$ cat src/rtl/resp_fmt_pkg.sv
// resp_fmt_pkg: shared types and helpers for the response hex formatter.
//   resp_fmt_state_t  - formatter FSM states (checksum states exist only when
//                       RESP_HEX_CHECKSUM_EN is defined)
//   ASCII_*           - fixed characters used in the rendered line
//   nibble_to_ascii() - one hex digit to its ASCII code
package resp_fmt_pkg;

  typedef enum logic [3:0] {
    StIdle,
    StHi,
    StLo,
    StSep,
    StCr,
    StLf
`ifdef RESP_HEX_CHECKSUM_EN
    ,
    StCkStar,
    StCkHi,
    StCkLo
`endif
  } resp_fmt_state_t;

  localparam logic [7:0] ASCII_CR    = 8'h0D;
  localparam logic [7:0] ASCII_LF    = 8'h0A;
  localparam logic [7:0] ASCII_COMMA = 8'h2C;
  localparam logic [7:0] ASCII_STAR  = 8'h2A;

  function automatic logic [7:0] nibble_to_ascii(input logic [3:0] nibble,
                                                 input logic       lowercase);
    if (nibble < 4'd10) begin
      return 8'h30 + 8'(nibble);
    end
    return (lowercase ? 8'h61 : 8'h41) + 8'(nibble) - 8'd10;
  endfunction

endpackage

$ cat src/rtl/resp_hex_formatter_if.sv
// resp_hex_formatter_if: response-buffer handshake plus UART character stream.
//   resp_pending/resp_bytes/resp_byte_count/resp_ack - buffer from the command FSMs
//   tx_data/tx_valid/tx_ready                          - character stream to the UART
//   busy                                               - a line is in progress
// modport master: the formatter side; modport slave: its environment.
interface resp_hex_formatter_if #(
  parameter int unsigned MAX_BYTES = 8
) ();
  logic                      resp_pending;
  logic [MAX_BYTES-1:0][7:0] resp_bytes;
  logic [3:0]                resp_byte_count;
  logic                      resp_ack;
  logic [7:0]                tx_data;
  logic                      tx_valid;
  logic                      tx_ready;
  logic                      busy;

  modport master (
    input  resp_pending, resp_bytes, resp_byte_count, tx_ready,
    output resp_ack, tx_data, tx_valid, busy
  );

  modport slave (
    output resp_pending, resp_bytes, resp_byte_count, tx_ready,
    input  resp_ack, tx_data, tx_valid, busy
  );
endinterface

$ cat src/rtl/resp_hex_formatter.sv
// resp_hex_formatter: renders a captured response buffer as an ASCII hex line
// ("AA,BB,CC\r\n") and streams it one character per transfer.
//   clock, reset : system clock, asynchronous active-high reset
//   bus (master) : response buffer in / resp_ack out, tx_data/tx_valid/tx_ready out,
//                  busy out
// Optional: define RESP_HEX_CHECKSUM_EN to append "*XX" (XOR of the bytes) before CR LF.
module resp_hex_formatter
  import resp_fmt_pkg::*;
#(
  parameter int unsigned MAX_BYTES = 8,
  parameter logic [7:0]  SEP_CHAR  = ASCII_COMMA,
  parameter logic        LOWERCASE = 1'b0
) (
  input  logic                 clock,
  input  logic                 reset,
  resp_hex_formatter_if.master bus
);

  localparam int unsigned IdxW   = (MAX_BYTES > 1) ? $clog2(MAX_BYTES) : 1;
  localparam logic [3:0]  MaxCnt = 4'(MAX_BYTES);

`ifdef RESP_HEX_CHECKSUM_EN
  localparam resp_fmt_state_t TailState = StCkStar;
`else
  localparam resp_fmt_state_t TailState = StCr;
`endif

  resp_fmt_state_t           state_q, nxt_state;
  logic [IdxW-1:0]           idx_q, nxt_idx;
  logic [3:0]                cnt_q, cap_cnt;
  logic [MAX_BYTES-1:0][7:0] buf_q;
  logic                      ack_q, valid_q, busy_q;
  logic [7:0]                data_q, nxt_char, cur_byte;
  logic                      capture, transfer, advance, last_byte;
`ifdef RESP_HEX_CHECKSUM_EN
  logic [7:0]                ck_q, cap_ck, nxt_ck;
`endif

  assign bus.resp_ack = ack_q;
  assign bus.tx_data  = data_q;
  assign bus.tx_valid = valid_q;
  assign bus.busy     = busy_q;

  always_comb begin
    cap_cnt   = (bus.resp_byte_count > MaxCnt) ? MaxCnt : bus.resp_byte_count;
    capture   = (state_q == StIdle) && bus.resp_pending;
    transfer  = valid_q && bus.tx_ready;
    advance   = capture || transfer;
    last_byte = (4'(idx_q) == (cnt_q - 4'd1));
`ifdef RESP_HEX_CHECKSUM_EN
    cap_ck = 8'h00;
    for (int unsigned i = 0; i < MAX_BYTES; i++) begin
      if (i < 32'(cap_cnt)) cap_ck = cap_ck ^ bus.resp_bytes[IdxW'(i)];
    end
`endif

    nxt_state = state_q;
    nxt_idx   = idx_q;
    unique case (state_q)
      StIdle: begin
        nxt_state = (cap_cnt != 4'd0) ? StHi : TailState;
        nxt_idx   = '0;
      end
      StHi:  nxt_state = StLo;
      StLo:  nxt_state = last_byte ? TailState : StSep;
      StSep: begin
        nxt_state = StHi;
        nxt_idx   = idx_q + 1'b1;
      end
      StCr:  nxt_state = StLf;
      StLf:  nxt_state = StIdle;
`ifdef RESP_HEX_CHECKSUM_EN
      StCkStar: nxt_state = StCkHi;
      StCkHi:   nxt_state = StCkLo;
      StCkLo:   nxt_state = StCr;
`endif
      default: nxt_state = StIdle;
    endcase

    // The character is rendered for the state being entered, so it is ready the
    // cycle that state begins; on capture the buffer register is not loaded yet.
    cur_byte = capture ? bus.resp_bytes[0] : buf_q[nxt_idx];
`ifdef RESP_HEX_CHECKSUM_EN
    nxt_ck = capture ? cap_ck : ck_q;
`endif
    case (nxt_state)
      StHi:  nxt_char = nibble_to_ascii(cur_byte[7:4], LOWERCASE);
      StLo:  nxt_char = nibble_to_ascii(cur_byte[3:0], LOWERCASE);
      StSep: nxt_char = SEP_CHAR;
      StCr:  nxt_char = ASCII_CR;
      StLf:  nxt_char = ASCII_LF;
`ifdef RESP_HEX_CHECKSUM_EN
      StCkStar: nxt_char = ASCII_STAR;
      StCkHi:   nxt_char = nibble_to_ascii(nxt_ck[7:4], LOWERCASE);
      StCkLo:   nxt_char = nibble_to_ascii(nxt_ck[3:0], LOWERCASE);
`endif
      default: nxt_char = 8'h00;
    endcase
  end

  always_ff @(posedge clock or posedge reset) begin
    if (reset) begin
      state_q <= StIdle;
      idx_q   <= '0;
      cnt_q   <= '0;
      buf_q   <= '0;
      ack_q   <= 1'b0;
      valid_q <= 1'b0;
      busy_q  <= 1'b0;
      data_q  <= 8'h00;
`ifdef RESP_HEX_CHECKSUM_EN
      ck_q    <= 8'h00;
`endif
    end else begin
      ack_q <= capture;
      if (advance) begin
        state_q <= nxt_state;
        idx_q   <= nxt_idx;
        data_q  <= nxt_char;
        valid_q <= (nxt_state != StIdle);
        busy_q  <= (nxt_state != StIdle);
      end
      if (capture) begin
        buf_q <= bus.resp_bytes;
        cnt_q <= cap_cnt;
`ifdef RESP_HEX_CHECKSUM_EN
        ck_q  <= cap_ck;
`endif
      end
    end
  end

endmodule
$ cat src/flat_wrapper.sv
// flat-port wrapper written by rule: the top's interface ports become plain ports
module resp_hex_formatter_flat import resp_fmt_pkg::*;
#(
  parameter int unsigned MAX_BYTES = 8,
  parameter logic [7:0]  SEP_CHAR  = ASCII_COMMA,
  parameter logic        LOWERCASE = 1'b0
)
  (clock, reset, bus_resp_pending, bus_resp_bytes, bus_resp_byte_count, bus_tx_ready, bus_resp_ack, bus_tx_data, bus_tx_valid, bus_busy);
  resp_hex_formatter_if #(.MAX_BYTES(MAX_BYTES)) bus_i ();
  input  logic clock;
  input  logic reset;
  input wire logic [$bits(bus_i.resp_pending)-1:0] bus_resp_pending;
  input wire logic [$bits(bus_i.resp_bytes)-1:0] bus_resp_bytes;
  input wire logic [$bits(bus_i.resp_byte_count)-1:0] bus_resp_byte_count;
  input wire logic [$bits(bus_i.tx_ready)-1:0] bus_tx_ready;
  output wire logic [$bits(bus_i.resp_ack)-1:0] bus_resp_ack;
  output wire logic [$bits(bus_i.tx_data)-1:0] bus_tx_data;
  output wire logic [$bits(bus_i.tx_valid)-1:0] bus_tx_valid;
  output wire logic [$bits(bus_i.busy)-1:0] bus_busy;
  assign bus_i.resp_pending = bus_resp_pending;
  assign bus_i.resp_bytes = bus_resp_bytes;
  assign bus_i.resp_byte_count = bus_resp_byte_count;
  assign bus_i.tx_ready = bus_tx_ready;
  assign bus_resp_ack = bus_i.resp_ack;
  assign bus_tx_data = bus_i.tx_data;
  assign bus_tx_valid = bus_i.tx_valid;
  assign bus_busy = bus_i.busy;
  resp_hex_formatter #(.MAX_BYTES(MAX_BYTES), .SEP_CHAR(SEP_CHAR), .LOWERCASE(LOWERCASE)) u_core (.clock(clock), .reset(reset), .bus(bus_i));
endmodule
$ cat config.mk
export PLATFORM = sky130hd
export DESIGN_NAME = resp_hex_formatter_flat
export DESIGN_NICKNAME = d
export VERILOG_FILES = /design/src/rtl/resp_fmt_pkg.sv /design/src/rtl/resp_hex_formatter_if.sv /design/src/rtl/resp_hex_formatter.sv /design/src/flat_wrapper.sv
export SDC_FILE = /design/constraint.sdc
export NUM_CORES = 1
export LEC_CHECK = 0
export CORE_MARGIN = 2
export CORE_UTILIZATION = 25
export DETAILED_ROUTE_END_ITERATION = 8
export DONT_BUFFER_PORTS = 1
export HOLD_SLACK_MARGIN = 0.08
export PLACE_DENSITY = 0.47
export SLEW_MARGIN = 20
export SYNTH_ARGS = -nofsm -noshare
export SYNTH_HDL_FRONTEND = slang
export SYNTH_SLANG_ARGS = --single-unit
$ cat constraint.sdc
create_clock -name clock -period 6.5 [get_ports clock]
set_input_delay 1.3 -clock clock [delete_from_list [all_inputs] [get_ports clock]]
set_output_delay 1.3 -clock clock [all_outputs]
set_load 0.01 [all_outputs]
Word-level counts from Yosys, hierarchy flattened. Cells that the tools add are included.

Add/subtract/negate cells: 8. Magnitude comparators: 4. Eq/ne operators: 10. Multiplexer cells: 17. Reductions and logical operators: 6.

Operators by type and width (count): two-way mux 8 bit (6); one-hot mux 8 bit (5 select lines) (1); binary-select mux 8 bit (select 3 bit) (1); one-hot mux 4 bit (5 select lines) (1); adder 7 x 4 -> 8 bit, first input constant (2); equality test 4 x 2 -> 1 bit, second input constant (4); subtractor 8 x 4 -> 8 bit, second input constant (2); adder 6 x 4 -> 7 bit, first input constant (2); equality test 4 x 3 -> 1 bit, second input constant (3); equality test 4 x 1 -> 1 bit, second input constant (2); < comparator 4 bit, second input constant (2); nonzero test 4 bit (2); two-way mux 3 bit (2); one-hot mux 3 bit (2 select lines) (1); equality test 3 x 4 -> 1 bit (1); greater-than comparator 4 bit, second input constant (1); zero test 4 bit (1); < comparator 3 x 4 -> 1 bit, second input constant (1); two-way mux 1 bit (4); two-way mux 4 bit (1); subtractor 4 x 1 -> 4 bit, second input constant (1); adder 3 x 1 -> 3 bit, second input constant (1); logical AND 1 bit (2); logical OR 1 bit (1).

Bits in registers: 85. Bits of input ports: 72. Output and inout bits: 11. Word-level logic and storage cells: 59.

Longest topological paths before layout. Gate-level depths: netlist (run 1).

Depth in word-level cells: 10. Depth in mapped cells: 15.

Least setup slack after synthesis (run 1). No wires, ideal clock.

Path type: input-to-reg. Start point: input port bus_resp_pending. End point: register u_core.data_q[2] (netlist: u_core.bus.tx_data[2]). Arrival time: 3.036 ns. Data required time: 6.376 ns. Setup slack: 3.340 ns. Stages on the path: 8. Buffers on the path: 0. Path through: nand3b_1 > clkinv_1 > and2_1 > a2111oi_4 > ha_1 > o41ai_1 > o31a_1 > a211o_1.

Word-level cells in the longest chain between the ends: 7. Elaborated cells on any way between the ends: 20. Classes of those cells: 6 x add/sub; 2 x order compare; 10 x mux; 2 x reduce/logical.

Ends and longest elaborated chain: from (decl) (RTL line flat_wrapper.sv:12) `input wire logic [$bits(bus_i.resp_pending)-1:0] bus_resp_pending;`; logical AND 1 bit (*) (RTL line resp_hex_formatter.sv:46) `capture = (state_q == StIdle) && bus.resp_pending;`; branches (longest 6 deep; another with adder 7 x 4 -> 8 bit); to (signal assigned) (RTL line resp_hex_formatter.sv:119) `data_q <= nxt_char;`; to (decl) (RTL line resp_hex_formatter.sv:33) `logic [7:0] data_q, nxt_char, cur_byte;`.

Mark *: on every way between the ends. The select of a mux whose other input is x is not followed. A chain may end at the register's enable or synchronous reset.

Final worst setup path (run 1).
Start point: register u_core.idx_q[0]. End point: register u_core.data_q[2] (netlist: u_core.bus.tx_data[2]).

Word-level cells in the longest chain between the ends: 10. Elaborated cells on any way between the ends: 30. Classes of those cells: 7 x add/sub; 2 x order compare; 6 x eq/ne; 15 x mux.

Ends and longest elaborated chain: from (decl) (RTL line resp_hex_formatter.sv:29) `logic [IdxW-1:0] idx_q, nxt_idx;`; from (signal assigned) (RTL line resp_hex_formatter.sv:118) `idx_q <= nxt_idx;`; branches (longest 9 deep; another with adder 7 x 4 -> 8 bit); one-hot mux 8 bit (5 select lines) (*) (RTL line resp_hex_formatter.sv:86) `case (nxt_state)`.

Marked as above.

==> qor.yml, run 1 <==
p_leak_nw: 2.467
antenna_found_initial: 0
critPathRequiredTime_ns: 6.78
dpl_cell_area_sq_mm: 0.004920
synth_edf_count: 0
cp-end-kind: "flip-flop"
finalHoldViolCount: 0
portBuffers: 0
ctsHtreeMaxLevel: 3
grt_max_degree: 84
tns_ns: 0
start_kind: "flip-flop"
rsz0062_at_grt: "no"
initial_core_util_pct: 25.42
via_per_inst: 4.905
syn_avg_cell_area_sq_um: 8.475
setup_viol: 0
power.density_mw_per_mm2: 662.4
grt_pass1_vias: 3981
dr.pass1.iters: 4
internal_power_w: 0.001850
crit_arrival_ns: 4.19
ios: 83
hold_path_class: "flip-flop to flip-flop"
hold_buffers: 0
worst_pin_slew_ns: 0.9323
syn-cell-area_sq_mm: 0.004755
cap_violations: 0
grt_usage_pct: 14.27
status: "finished clean"
core_sq_mm: 0.01871
grt_pass1_wl_microns: 22050
post-route-period-util_pct: 60.20
die_w_microns: 141.9
drc: 0
post-route-min-period_ns: 3.913
fp.dieArea_sq_mm: 0.02014
p_sw_w: 0.001611
cts_tree: "built"
cts_sinks: 83
pwr-share-seq_pct: 28.7
hold_ws_ns: 0.4729
timing.fmax_mhz: 255.6
cts_resized: 0
synth_cells: 561
clockRootBuffer: "clkbuf_16"
seq_area_frac_synth_pct: 43.68
routed_wl_microns: 13910
num_rows: 50
drv_slew: 0
clk_latency_ns: 0.34
dpl_worst_slack_ns: 2.500
yosysWarnings: 0
area_growth_syn_to_layout_pct: 9.895
numCtsBuffers: 9
async_flop_share_pct: 100.0
final_area_sq_mm: 0.005225
vias: 3836
clockPowerShare_pct: 15.0
avgRoutedWirePerCell_microns: 17.79
cts_setup_buffers: 0
dp_hpwl_microns: 10210
ys_types: 72
cts_buffer_depth: 2
power_frac_comb_pct: 56.3
antenna_cells: 0
setup_slack_ns: 2.587
ant_nets: 0
switching_share_pct: 46.55
yosys_most_used_dff: "dfrtp_1"
fin_nets: 620
synth-seq-cells: 83
drive_gt1_share_pct: 8.029
max-vdd-ir-drop_uv: 182.6
slew_headroom_pct: 37.85
critical_path_class: "flip-flop to flip-flop"
path_clk_slew_ns: 0.06
fill_cells: 1974
die_h_microns: 141.9
cp_max_fo: 20
clock_skew_ns: 0.007370
gp_congestion: 0.8604
syn_nets: 637
overflow: 0
drtIter0Drc: 315
reg2reg_setup_slack_ns: 2.59
-- cell usage after synthesis, types with 3 or more instances --
| library cell | n | area share [%] |
|---|---|---|
| o2111ai_1 | 5 | 0.92 |
| clkbuf_1 | 18 | 1.4 |
| and2_1 | 5 | 0.66 |
| nor2b_1 | 3 | 0.39 |
| a31oi_1 | 3 | 0.39 |
| a211oi_1 | 12 | 1.9 |
| nand3b_1 | 5 | 0.79 |
| a32oi_1 | 3 | 0.55 |
| buf_6 | 3 | 0.71 |
| dfrtp_1 | 83 | 44 |
| o21ai_1 | 6 | 0.63 |
| or3_1 | 4 | 0.53 |
| nand3_1 | 15 | 1.6 |
| nand2b_1 | 5 | 0.66 |
| nor3_1 | 3 | 0.32 |
| buf_4 | 4 | 0.63 |
| mux2i_1 | 17 | 3.6 |
| a2bb2oi_1 | 4 | 0.74 |
| o21ai_0 | 25 | 2.6 |
| ha_1 | 4 | 1.1 |
| inv_1 | 7 | 0.55 |
| o22a_1 | 3 | 0.55 |
| nand2_1 | 212 | 17 |
| mux2_2 | 6 | 1.4 |
| a21o_1 | 4 | 0.63 |
| a22oi_1 | 5 | 0.79 |
| a21oi_1 | 15 | 1.6 |
| a21boi_0 | 6 | 0.95 |
| nor2_1 | 12 | 0.95 |
| buf_2 | 7 | 0.74 |
| xnor2_1 | 3 | 0.55 |
-- layer usage --
metal | vias to the layer above | part of all wire, % | global-route usage, %
li1 | 1893 | - | -
met1 | 1831 | 46 | 18.97
met2 | 95 | 47 | 22.66
met3 | 17 | 5.7 | 4.084
met4 | 0 | 1.5 | 4.158
met5 | - | 0 | 0
-- through the flow --
| step | instances | util (%) | power, W |
|---|---|---|---|
| floorplan | 561 | - | 0.002477 |
| global placement | 767 | 26.30 | 0.002898 |
| detailed placement | 767 | 26.30 | 0.002935 |
| CTS | 782 | 27.91 | 0.003475 |
| global route | 782 | 27.93 | 0.003779 |
| finish | 782 | 27.93 | 0.003461 |
-- cells in the final DEF (no fill, tap or decap), drive strengths merged, types with 8 or more instances in the layout --
cell type	n
mux2i	17
nor2	14
o21ai	32
a21oi	16
dfrtp	83
mux2	9
nand2	213
inv	8
nand3	15
clkbuf	11
a211oi	12
-- cell families (layout without fill, tap and decap cells) --
family / Yosys count / in the layout / share of synthesized area [%]
AOI/OAI and AO/OA: 115 / 115 / 18.03
DFF: 83 / 83 / 43.68
other: 1 / 1 / 0.07887
muxes: 26 / 26 / 5.789
xor gates and xnor gates: 5 / 5 / 0.9212
and+or+nand+nor: 285 / 285 / 26.16
adders and majority gates: 4 / 4 / 1.053
buffers and inverters: 42 / 29 / 4.289
-- state kept, by name (all words and copies together), names as in the netlist --
register / flops
u_core.idx_q: 3
u_core.bus.tx_data: 7
u_core.buf_q: 64
u_core.cnt_q: 4
u_core.bus.resp_ack: 1
u_core.state_q: 3
u_core.bus.tx_valid: 1
-- worst paths after layout --
path | startpoint | end | cells past startpoint
max | u_core.idx_q[0] | u_core.bus.tx_data[2] | 13
min | u_core.buf_q[39] | u_core.buf_q[39] | 2
max reg2reg | u_core.idx_q[0] | u_core.bus.tx_data[2] | 13
min reg2reg | u_core.buf_q[39] | u_core.buf_q[39] | 2
max in group asynchronous | reset | u_core.buf_q[23] | 2
min in group asynchronous | reset | u_core.buf_q[57] | 2
-- layout make-up --
class | count | area [sq um] | share of cell area (%)
tap | 234 | 292.8 | 5.603
clock inverter | 4 | 48.80 | 0.9339
sequential | 83 | 2077 | 39.75
clock buffer | 11 | 252.7 | 4.837
timing repair buffer | 6 | 48.80 | 0.9339
inverter | 8 | 31.28 | 0.5987
multi-input combinational | 436 | 2474 | 47.34
-- power by group through the flow --
stage | Clock, W | Combinational (W) | Sequential (W)
floorplan | 0 | 0.00159 | 0.000891
global placement | 0 | 0.00190 | 0.000995
detailed placement | 0 | 0.00193 | 0.00100
CTS | 0.000533 | 0.00195 | 0.000993
global route | 0.000554 | 0.00219 | 0.00103
finish | 0.000518 | 0.00195 | 0.000992
-- worst max-delay path: stages (launching register included) --
cell      delay (ns)
dfrtp_1         0.59
buf_4           0.36
ha_1            0.29
a32o_2          0.32
nor2_4          0.38
mux2i_1         0.31
o22a_1          0.20
nand3_1         0.16
inv_1           0.10
ha_1            0.16
inv_1           0.05
or4b_1          0.52
a211oi_1        0.26
a211o_1         0.13
No activity file was read; power rests on OpenSTA's default activity.
==> inputs of run 2 (changes only) <==
- clock period: 6.5 -> 3.6 ns (I/O delays scaled with it)
==> run 2 against run 1 <==
Against the previous run:
- clock power rose by 82%
- global-route usage rose by 0.55 points
- largest cell class unchanged
- hold slack got worse by 0.11 ns
- total power rose by 86%
- critical path depth did not move
- highest routed layer unchanged
- fmax rose by 20%
- final cell count rose by 1.9%
- sequential share of layout area fell by 0.90 points
- via count rose by 3.8%
- clock skew barely moved
- combinational power rose by 90%
==> qor.yml, run 2 (same netlist as run 1, synthesis figures left out) <==
grt_usage_pct: 14.83  # +0.55 points
ant_nets: 0  # unchanged
initial_core_util_pct: 25.42  # unchanged
setup_slack_ns: 0.3367  # -2.251 ns
critPathRequiredTime_ns: 3.89  # -2.89 ns
max-vdd-ir-drop_uv: 357.3  # +96%
antenna_found_initial: 0  # unchanged
avgRoutedWirePerCell_microns: 17.84  # +0.29%
largest_register: "u_core.buf_q"
p_leak_nw: 2.533  # +2.7%
status: "finished clean"
cp-end-kind: "flip-flop"
finalHoldViolCount: 0  # unchanged
core_sq_mm: 0.01871  # unchanged
grt_max_degree: 46  # -45%
cts_buffer_depth: 2  # unchanged
grt_use_met1_pct: 19.79  # +0.81 points
area_growth_syn_to_layout_pct: 12.45
clock_skew_ns: 0.006887  # -0.0004837 ns
rsz0062_at_grt: "no"
die_h_microns: 141.9  # unchanged
dpl_worst_slack_ns: 0.3819  # -2.118 ns
ctsHtreeMaxLevel: 3  # unchanged
post-route-min-period_ns: 3.263  # -0.6494 ns
cap_violations: 0  # unchanged
drc: 0  # unchanged
crit_arrival_ns: 3.55  # -0.64 ns
setup_viol: 0  # unchanged
start_kind: "flip-flop"
grtUsageMet2_pct: 23.17  # +0.51 points
timing.fmax_mhz: 306.4  # +20%
critical_path_class: "flip-flop to flip-flop"
grt_pass1_wl_microns: 22860  # +3.7%
fin_cells: 797  # +1.9%
power_w: 0.006426  # +86%
drtIter0Drc: 312  # -0.95%
hold_buffers: 0  # unchanged
grt_pass1_vias: 4074  # +2.3%
cts_resized: 0  # unchanged
hold_path_class: "input port to asynchronous set/reset pin"
slew_headroom_pct: 47.09  # +9.2 points
routed_wl_microns: 14220  # +2.2%
layout_commonest_cell: "nand2_1"
largest_reg_flops: 64  # unchanged
cp_max_fo: 17  # -15%
crit_top_cell: "inv_1"
die_w_microns: 141.9  # unchanged
critPathMaxStageDelay_ns: 0.52  # -0.07 ns
place_inst: 782  # +2.0%
gp_congestion: 0.8901  # +3.5%
cts_tree: "built"
mostFrequentLayoutCells: "212 x nand2_1, 83 x dfrtp_1, 25 x o21ai_0"
busiest_layer: "met2"
post-route-period-util_pct: 90.65  # +30 points
path_clk_slew_ns: 0.06  # about the same
met3_usage_pct: 4.050  # -0.034 points
cp_cell_sequence: "buf_4 > and2b_1 > o21a_2 > nor2_4 > mux2i_1 > o22a_1 > nand3_1 > inv_1 > ha_1 > inv_1 > or4b_1 > a211oi_1 > a211o_1"
clockRootBuffer: "clkbuf_16"
numCtsBuffers: 9  # unchanged
power.density_mw_per_mm2: 1202  # +81%
tns_ns: 0  # unchanged
dr.pass1.iters: 5  # +1
portBuffers: 0  # unchanged
fp.dieArea_sq_mm: 0.02014  # unchanged
cts_sinks: 83  # unchanged
via_per_inst: 4.997  # +1.9%
cts_setup_buffers: 0  # unchanged
num_rows: 50  # unchanged
antenna_cells: 0  # unchanged
fin_nets: 635  # +2.4%
crit_slowest_cell: "or4b_1"
overflow: 0  # unchanged
clk_latency_ns: 0.35  # about the same
ios: 83  # unchanged
vias: 3983  # +3.8%
drive_gt1_share_pct: 10.48  # +2.5 points
worst_pin_slew_ns: 0.7936  # -0.1386 ns
drv_slew: 0  # unchanged
dp_hpwl_microns: 10960  # +7.4%
## run 2: metal layers
layer	share of wire, %	vias to the layer above
met1	46	1923
met5	0	-
li1	-	1925
met2	46	118
met4	2.5	0
met3	5.6	17
## run 2: worst max-delay path: cells and delay by family, from the launching register on
kind	cells	cell delay, ns
adder cells (fa/ha/maj)	1	0.16
AND/OR/NAND/NOR	4	1.27
buffers and inverters	3	0.35
AO/OA/AOI/OAI	4	0.82
flip-flops	1	0.35
multiplexers	1	0.24
## run 2: cell type report
type / instances / area, sq um
Clock inverter: 5 / 62.56
Fill cell: 1986 / 13360
Clock buffer: 10 / 239.0
Multi-Input combinational cell: 436 / 2474
Tap cell: 234 / 292.8
Timing Repair Buffer: 21 / 170.2
Inverter: 8 / 31.28
Sequential cell: 83 / 2077
## run 2: per-stage QoR
step / utilization (%) / hold WS, ns / instance area, sq um
2_1_floorplan: - / 0.4385 / 4755
3_3_place_gp: 26.97 / 0.4545 / 5045
3_5_place_dp: 26.97 / 0.4612 / 5045
4_1_cts: 28.58 / 0.4035 / 5346
5_1_grt: 28.58 / 0.4157 / 5346
6_report: 28.58 / 0.3668 / 5346
## run 2: where the power goes
group	switching, W	internal, W
logic	0.00219	0.00151
clock network	0.000389	0.000556
registers	0.000400	0.00137
total	0.00298	0.00344
## run 2: worst paths after layout
check	start	to	slack, ns	cells past startpoint
max in group asynchronous	reset	u_core.buf_q[6]	2.52	2
max reg2reg	u_core.state_q[0]	u_core.bus.tx_data[2]	0.34	13
min	reset	u_core.buf_q[49]	0.37	1
max	u_core.state_q[0]	u_core.bus.tx_data[2]	0.34	13
min in group clock	u_core.buf_q[41]	u_core.buf_q[41]	0.47	2
min reg2reg	u_core.buf_q[41]	u_core.buf_q[41]	0.47	2
